--- config.mk ---
export PLATFORM = sky130hd
export DESIGN_NAME = intr_ctrl
export DESIGN_NICKNAME = d
export VERILOG_FILES = /design/src/rtl/intr_ctrl_pkg.sv /design/src/rtl/intr_edge_detect.sv /design/src/rtl/intr_ctrl.sv
export SDC_FILE = /design/constraint.sdc
export NUM_CORES = 1
export LEC_CHECK = 0
export ABC_AREA = 1
export CORE_MARGIN = 2
export CORE_UTILIZATION = 38
export CTS_CLUSTER_DIAMETER = 30
export DETAILED_ROUTE_END_ITERATION = 16
export PLACE_DENSITY = 0.88
export SLEW_MARGIN = 40
export SYNTH_ARGS = -nofsm -noshare
export SYNTH_HDL_FRONTEND = slang
export SYNTH_HIERARCHICAL = 1
export SYNTH_SLANG_ARGS = --single-unit
--- constraint.sdc ---
create_clock -name clk -period 3.1 [get_ports clk]
set_clock_uncertainty 0.05 [all_clocks]
set_input_delay 0.62 -clock clk [delete_from_list [all_inputs] [get_ports clk]]
set_output_delay 0.62 -clock clk [all_outputs]
set_load 0.005 [all_outputs]
--- src/rtl/intr_ctrl_pkg.sv ---
// -----------------------------------------------------------------------------
// intr_ctrl_pkg
// Shared definitions for the interrupt controller: FSM state encodings and
// config-bus register addresses. Imported by intr_ctrl.
// -----------------------------------------------------------------------------
package intr_ctrl_pkg;

  // Encodings are visible to software through STATUS[9:8], so they are fixed.
  typedef enum logic [1:0] {
    ST_IDLE    = 2'd0,
    ST_REQ     = 2'd1,
    ST_SERVICE = 2'd2
  } intr_state_e;

  localparam logic [1:0] REG_PENDING = 2'd0;  // R/W1C
  localparam logic [1:0] REG_MASK    = 2'd1;  // RW
  localparam logic [1:0] REG_STATUS  = 2'd2;  // RO

  localparam int STATUS_STATE_LSB = 8;

endpackage

--- src/rtl/intr_edge_detect.sv ---
// -----------------------------------------------------------------------------
// intr_edge_detect
// One interrupt line: optional two-flop synchroniser, then a previous-value
// flop; rise pulses for one cycle on each 0->1 transition of the line.
//
// Macro INTR_SYNC_EN: when defined, src is treated as asynchronous and passes
// through two flops first (two extra cycles of latency). When undefined, src
// must already be synchronous to clk and rise is combinational from it.
//
// Ports:
//   clk   in  main clock
//   rst   in  asynchronous active-high reset
//   src   in  raw interrupt line (level)
//   rise  out one-cycle pulse on a rising edge of the (synchronised) line
// -----------------------------------------------------------------------------
module intr_edge_detect (
  input  logic clk,
  input  logic rst,
  input  logic src,
  output logic rise
);

  logic sync_out;
  logic prev;

`ifdef INTR_SYNC_EN
  logic meta;

  // NOTE: sequential state uses non-blocking assignments so every flop samples
  // the pre-edge value of its neighbour; blocking here would collapse the
  // two-flop chain into one.
  always_ff @(posedge clk or posedge rst) begin
    if (rst) begin
      meta     <= 1'b0;
      sync_out <= 1'b0;
    end else begin
      meta     <= src;
      sync_out <= meta;
    end
  end
`else
  assign sync_out = src;
`endif

  always_ff @(posedge clk or posedge rst) begin
    if (rst) prev <= 1'b0;
    else     prev <= sync_out;
  end

  assign rise = sync_out & ~prev;

endmodule

--- src/rtl/intr_ctrl.sv ---
// -----------------------------------------------------------------------------
// intr_ctrl
// Multi-source interrupt controller in front of mips_core. Edge-detects N_SRC
// lines into pending bits, masks them, and offers the lowest-index eligible
// source to the core via an irq / irq_ack / eret handshake.
//
// Macro INTR_SYNC_EN: adds a two-flop synchroniser per source (see
// intr_edge_detect). Default build has it off.
//
// Ports:
//   clk, rst   clock; asynchronous active-high reset
//   src        raw interrupt lines
//   cfg_wen    config write strobe
//   cfg_addr   0=PENDING (W1C) 1=MASK 2=STATUS (RO) 3=reserved (reads 0)
//   cfg_din    config write data, bits [N_SRC-1:0] used
//   cfg_dout   config read data, combinational from cfg_addr
//   irq        registered interrupt request
//   irq_id     registered index of requested source, valid while irq=1
//   irq_ack    core accepts the request (pulse)
//   eret       core leaves the handler (pulse)
// -----------------------------------------------------------------------------
module intr_ctrl
  import intr_ctrl_pkg::*;
#(
  parameter int N_SRC = 4,
  parameter int ID_W  = (N_SRC > 1) ? $clog2(N_SRC) : 1
) (
  input  logic             clk,
  input  logic             rst,
  input  logic [N_SRC-1:0] src,
  input  logic             cfg_wen,
  input  logic [1:0]       cfg_addr,
  input  logic [31:0]      cfg_din,
  output logic [31:0]      cfg_dout,
  output logic             irq,
  output logic [ID_W-1:0]  irq_id,
  input  logic             irq_ack,
  input  logic             eret
);

  intr_state_e      state;
  logic [N_SRC-1:0] rise;
  logic [N_SRC-1:0] pending;
  logic [N_SRC-1:0] mask;
  logic [N_SRC-1:0] eligible;
  logic [N_SRC-1:0] clr;
  logic [ID_W-1:0]  winner;
  logic [ID_W-1:0]  isr_id;
  logic             unused_cfg_bits;

  for (genvar i = 0; i < N_SRC; i++) begin : g_edge
    intr_edge_detect u_edge (
      .clk  (clk),
      .rst  (rst),
      .src  (src[i]),
      .rise (rise[i])
    );
  end

  // Fixed priority: scanning downward leaves the lowest set index.
  function automatic logic [ID_W-1:0] pick_winner(input logic [N_SRC-1:0] v);
    pick_winner = '0;
    for (int i = N_SRC - 1; i >= 0; i--) begin
      if (v[i]) pick_winner = ID_W'(i);
    end
  endfunction

  // Uses the registered mask, so a MASK write affects eligibility next cycle.
  assign eligible = pending & mask;
  assign winner   = pick_winner(eligible);

  // NOTE: every always_comb output gets a default before any condition so no
  // path leaves it unassigned, which would otherwise infer a latch.
  always_comb begin
    clr = '0;
    if (cfg_wen && cfg_addr == REG_PENDING) clr = cfg_din[N_SRC-1:0];
    if (state == ST_REQ && irq_ack)         clr = clr | (N_SRC'(1) << irq_id);
  end

  // OR-ing rise after clearing makes a coincident new edge win over a clear.
  always_ff @(posedge clk or posedge rst) begin
    if (rst) begin
      pending <= '0;
      mask    <= '1;
    end else begin
      pending <= (pending & ~clr) | rise;
      if (cfg_wen && cfg_addr == REG_MASK) mask <= cfg_din[N_SRC-1:0];
    end
  end

  always_ff @(posedge clk or posedge rst) begin
    if (rst) begin
      state  <= ST_IDLE;
      irq    <= 1'b0;
      irq_id <= '0;
      isr_id <= '0;
    end else begin
      case (state)
        ST_IDLE: begin
          if (|eligible) begin
            state  <= ST_REQ;
            irq    <= 1'b1;
            irq_id <= winner;
          end
        end
        ST_REQ: begin
          if (irq_ack) begin
            state  <= ST_SERVICE;
            isr_id <= irq_id;
            irq    <= 1'b0;
          end else if (!(|eligible)) begin
            // Request withdrawn by W1C or mask before the core took it.
            state <= ST_IDLE;
            irq   <= 1'b0;
          end else begin
            irq_id <= winner;
          end
        end
        ST_SERVICE: begin
          // No nesting: new edges only accumulate in pending.
          if (eret) state <= ST_IDLE;
        end
        default: begin
          state <= ST_IDLE;
          irq   <= 1'b0;
        end
      endcase
    end
  end

  always_comb begin
    cfg_dout = '0;
    case (cfg_addr)
      REG_PENDING: cfg_dout[N_SRC-1:0] = pending;
      REG_MASK:    cfg_dout[N_SRC-1:0] = mask;
      REG_STATUS: begin
        cfg_dout[STATUS_STATE_LSB +: 2] = state;
        cfg_dout[ID_W-1:0]              = isr_id;
      end
      default:     cfg_dout = '0;
    endcase
  end

  assign unused_cfg_bits = ^cfg_din[31:N_SRC];

endmodule
==> summary.md <==
| Metric | Value |
|---|---|
| Status | completed |
| Worst Tran Pin Value | 0.5612 ns |
| Routability cong. | 0.8530 |
| Clock-pin slew on the worst setup and hold paths | 0.10 ns |
| Drt wl/cell | 10.49 µm |
| Fin nets | 214 |
| FF+latch count, synth | 19 |
| # port buffers | 23 |
| Largest net degree at the start of global routing | 16 |
| DR vias/cell | 4.246 |
| Die Wd | 59.75 µm |
| Avg Cell Area, Syn | 8.202 µm² |
| Core Box Area | 3003 µm² |
| Yosys top cell area share | 0.3178 |
| Chip height | 59.75 µm |
| Layout area overhead | 16.63% |
| Final Setup Violations | 0 |
| Detailed router's first-iteration violation count | 12 |
| DRC viols | 0 |
| Pleak | 0.7335 nW |
| Setup repair after global routing missed its margin | no |
| Max Freq | 354.6 MHz |
| N_diodes | 0 |
| TNS Setup | 0 ns |
| Seq/Total Area, Yosys | 0.4068 |
| Synth area leaders | dfrtp_1 32%, buf_4 17%, nand2_1 9.2% |
| Power density cells | 642.1 nW/µm² |
| Worst-skew pair later-pin latency | 0.30 ns |
| HP Class | flip-flop to flip-flop |
| Final hold vios | 0 |
| Synth area leader | dfrtp_1 |
| First-pass GRT wire length | 3512 µm |
| Max Cap Viol | 0 |
| Gate Count Post-Synth | 144 |
| CP Cell Sequence | clkdlybuf4s50_1, nor2_4, inv_1, o221ai_1, clkdlybuf4s50_1 |
| CTS buffer count | 3 |
| CTS tree | done |
| Resize count post-CTS | 0 |
| Final wirelength | 2130 µm |
| Final Critical Period | 2.820 ns |
| Total GRT Usage | 0.1344 |
| Final core occ | 0.4588 |
| Vias | 862 |
| Worst slew margin | 0.6255 |
| Layout cells sized above 1 | 0.1353 |
| Postcts setup bufs | 0 |
| CP most frequent cell | clkdlybuf4s50_1 |
| Slowest cell delay on critical path | 0.54 ns |
| CP Capture Point | cfg_dout[0] |
| VDD IR-drop max | 0.2534 mV |
| Worst R2R Setup Slack | 1.83 ns |
| Hold-fix buffers at CTS | 0 |
| Initial antenna violation count | 0 |
| Die area | 3570 µm² |
| Vias in the first global route | 833 |
| Worst EP arrival | 2.15 ns |
| Fin crit share | 0.9096 |
| Antenna-violating nets left | 0 |
| Initial core utilization | 0.3933 |
| Floorplan row count | 20 |
| Yosys cell types | 22 |
| Global route overflow | 0 |
| CP max-delay cell | clkdlybuf4s50_1 |
| Crit path max fanout | 4 |
| Clock H-tree levels | 1 |
| Mapped Area | 1181 µm² |
| RR Startpoint | state[1] |
| CP startpoint kind | input port |
| HPWL Detailed | 1770 µm |
| Max Transition Viols Final | 0 |
| Worst Setup End Kind | primary output |
| CP startpoint | cfg_addr[1] |
| R2R cell count | 6 |
| CTS sink cnt | 19 |
| Total number of yosys warnings | 6 |
| First-pass DRT Iterations | 4 |
| R2R Path End | pending[3] |
| Critical Path RT | 2.43 ns |
| CTS Root Cell | clkbuf_4 |
| IO Count | 78 |
| Critical path type | input port to primary output |
| Max Buffers Root-to-Sink | 2 |
where the power goes:
group	leakage [nW]	total (mW)	internal, mW	switching (mW)
registers	0.217	0.392	0.329	0.0634
logic	0.502	0.366	0.169	0.197
clock network	0.0150	0.126	0.0502	0.0763
stage by stage:
step / setup WS [ns] / instance area, µm² / hold slack [ns] / power (mW) / std cells
after floorplan: 1.376 / 1275 / 0.2987 / 0.6408 / 169
after global placement: 0.3173 / 1351 / 0.4094 / 0.7465 / 199
after detailed placement: 0.3023 / 1351 / 0.4272 / 0.7634 / 199
after CTS: 0.2979 / 1378 / 0.4467 / 0.8943 / 203
after global routing: 0.2126 / 1378 / 0.4755 / 0.9684 / 203
final: 0.2801 / 1378 / 0.4428 / 0.8846 / 203
synthesized netlist by cell type:
library cell  number
mux2_4             2
nand3_4            1
o21bai_1           4
a22o_1             1
inv_1             23
o21ai_0            5
buf_4             26
nand3_1            6
nor3_1             3
nand2_4            2
dfrtp_1           15
inv_2              1
o221ai_1           1
dfstp_2            4
conb_1             1
nor2_2             6
nand2_1           29
nor2_1             8
a21oi_1            2
nor2_4             2
nand2_2            1
a21oi_2            1
routing by layer:
metal | wire length [µm] | GRT usage | share of wire
met2 | 1080 | 0.2220 | 0.51
met5 | 0 | 0 | 0
met1 | 908 | 0.1700 | 0.43
met4 | 25 | 0.06667 | 0.012
met3 | 115 | 0.01948 | 0.054
layout by cell type, fill, tap and decap left out, drive strengths merged:
master	n
conb	26
clkdlybuf4s50	23
dfstp	4
o221ai	1
clkbuf	4
nand2	32
mux2	2
a22o	1
dfrtp	15
nor3	3
inv	24
nor2	16
nand3	7
o21bai	4
o21ai	5
a21oi	3
critical path, delay by kind of cell:
kind / cells / cell delay (ns)
AOI/OAI and AO/OA: 1 / 0.19
and+or+nand+nor: 1 / 0.21
buffers and inverters: 3 / 1.12
state kept, by name, summed over array words and instances, names as in the netlist:
signal	count
g_edge.u_edge/prev	4
irq	1
isr_id	2
state	2
pending	4
mask	4
irq_id	2
cell families after synthesis:
logic type / after synthesis / share of synthesized area
simple gates: 58 / 0.2458
buf+inv: 50 / 0.2415
flops: 19 / 0.4068
compound gates: 14 / 0.07733
mux: 2 / 0.02542
other cells: 1 / 0.003175
how the worst min path moves through the flow:
stage                       start                    end  slack (ns)  depth (start not counted)
after floorplan               rst  g_edge[0].u_edge/prev        0.30                          1
after global placement        irq                    irq        0.41                          2
after CTS                 mask[0]                mask[0]        0.45                          2
after global routing          rst  g_edge[0].u_edge/prev        0.48                          2
after detailed placement      irq                    irq        0.43                          2
final                     mask[0]                mask[0]        0.44                          2
layout make-up:
type / count / area [µm²]
flip-flops and latches: 19 / 480.5
repair buffers: 23 / 230.2
fillers: 320 / 1625
inverters: 24 / 90.09
multi-input cells: 100 / 509.2
well taps: 33 / 41.29
clock buffers: 4 / 26.28
Note: power is estimated with default switching activity, not from simulation.
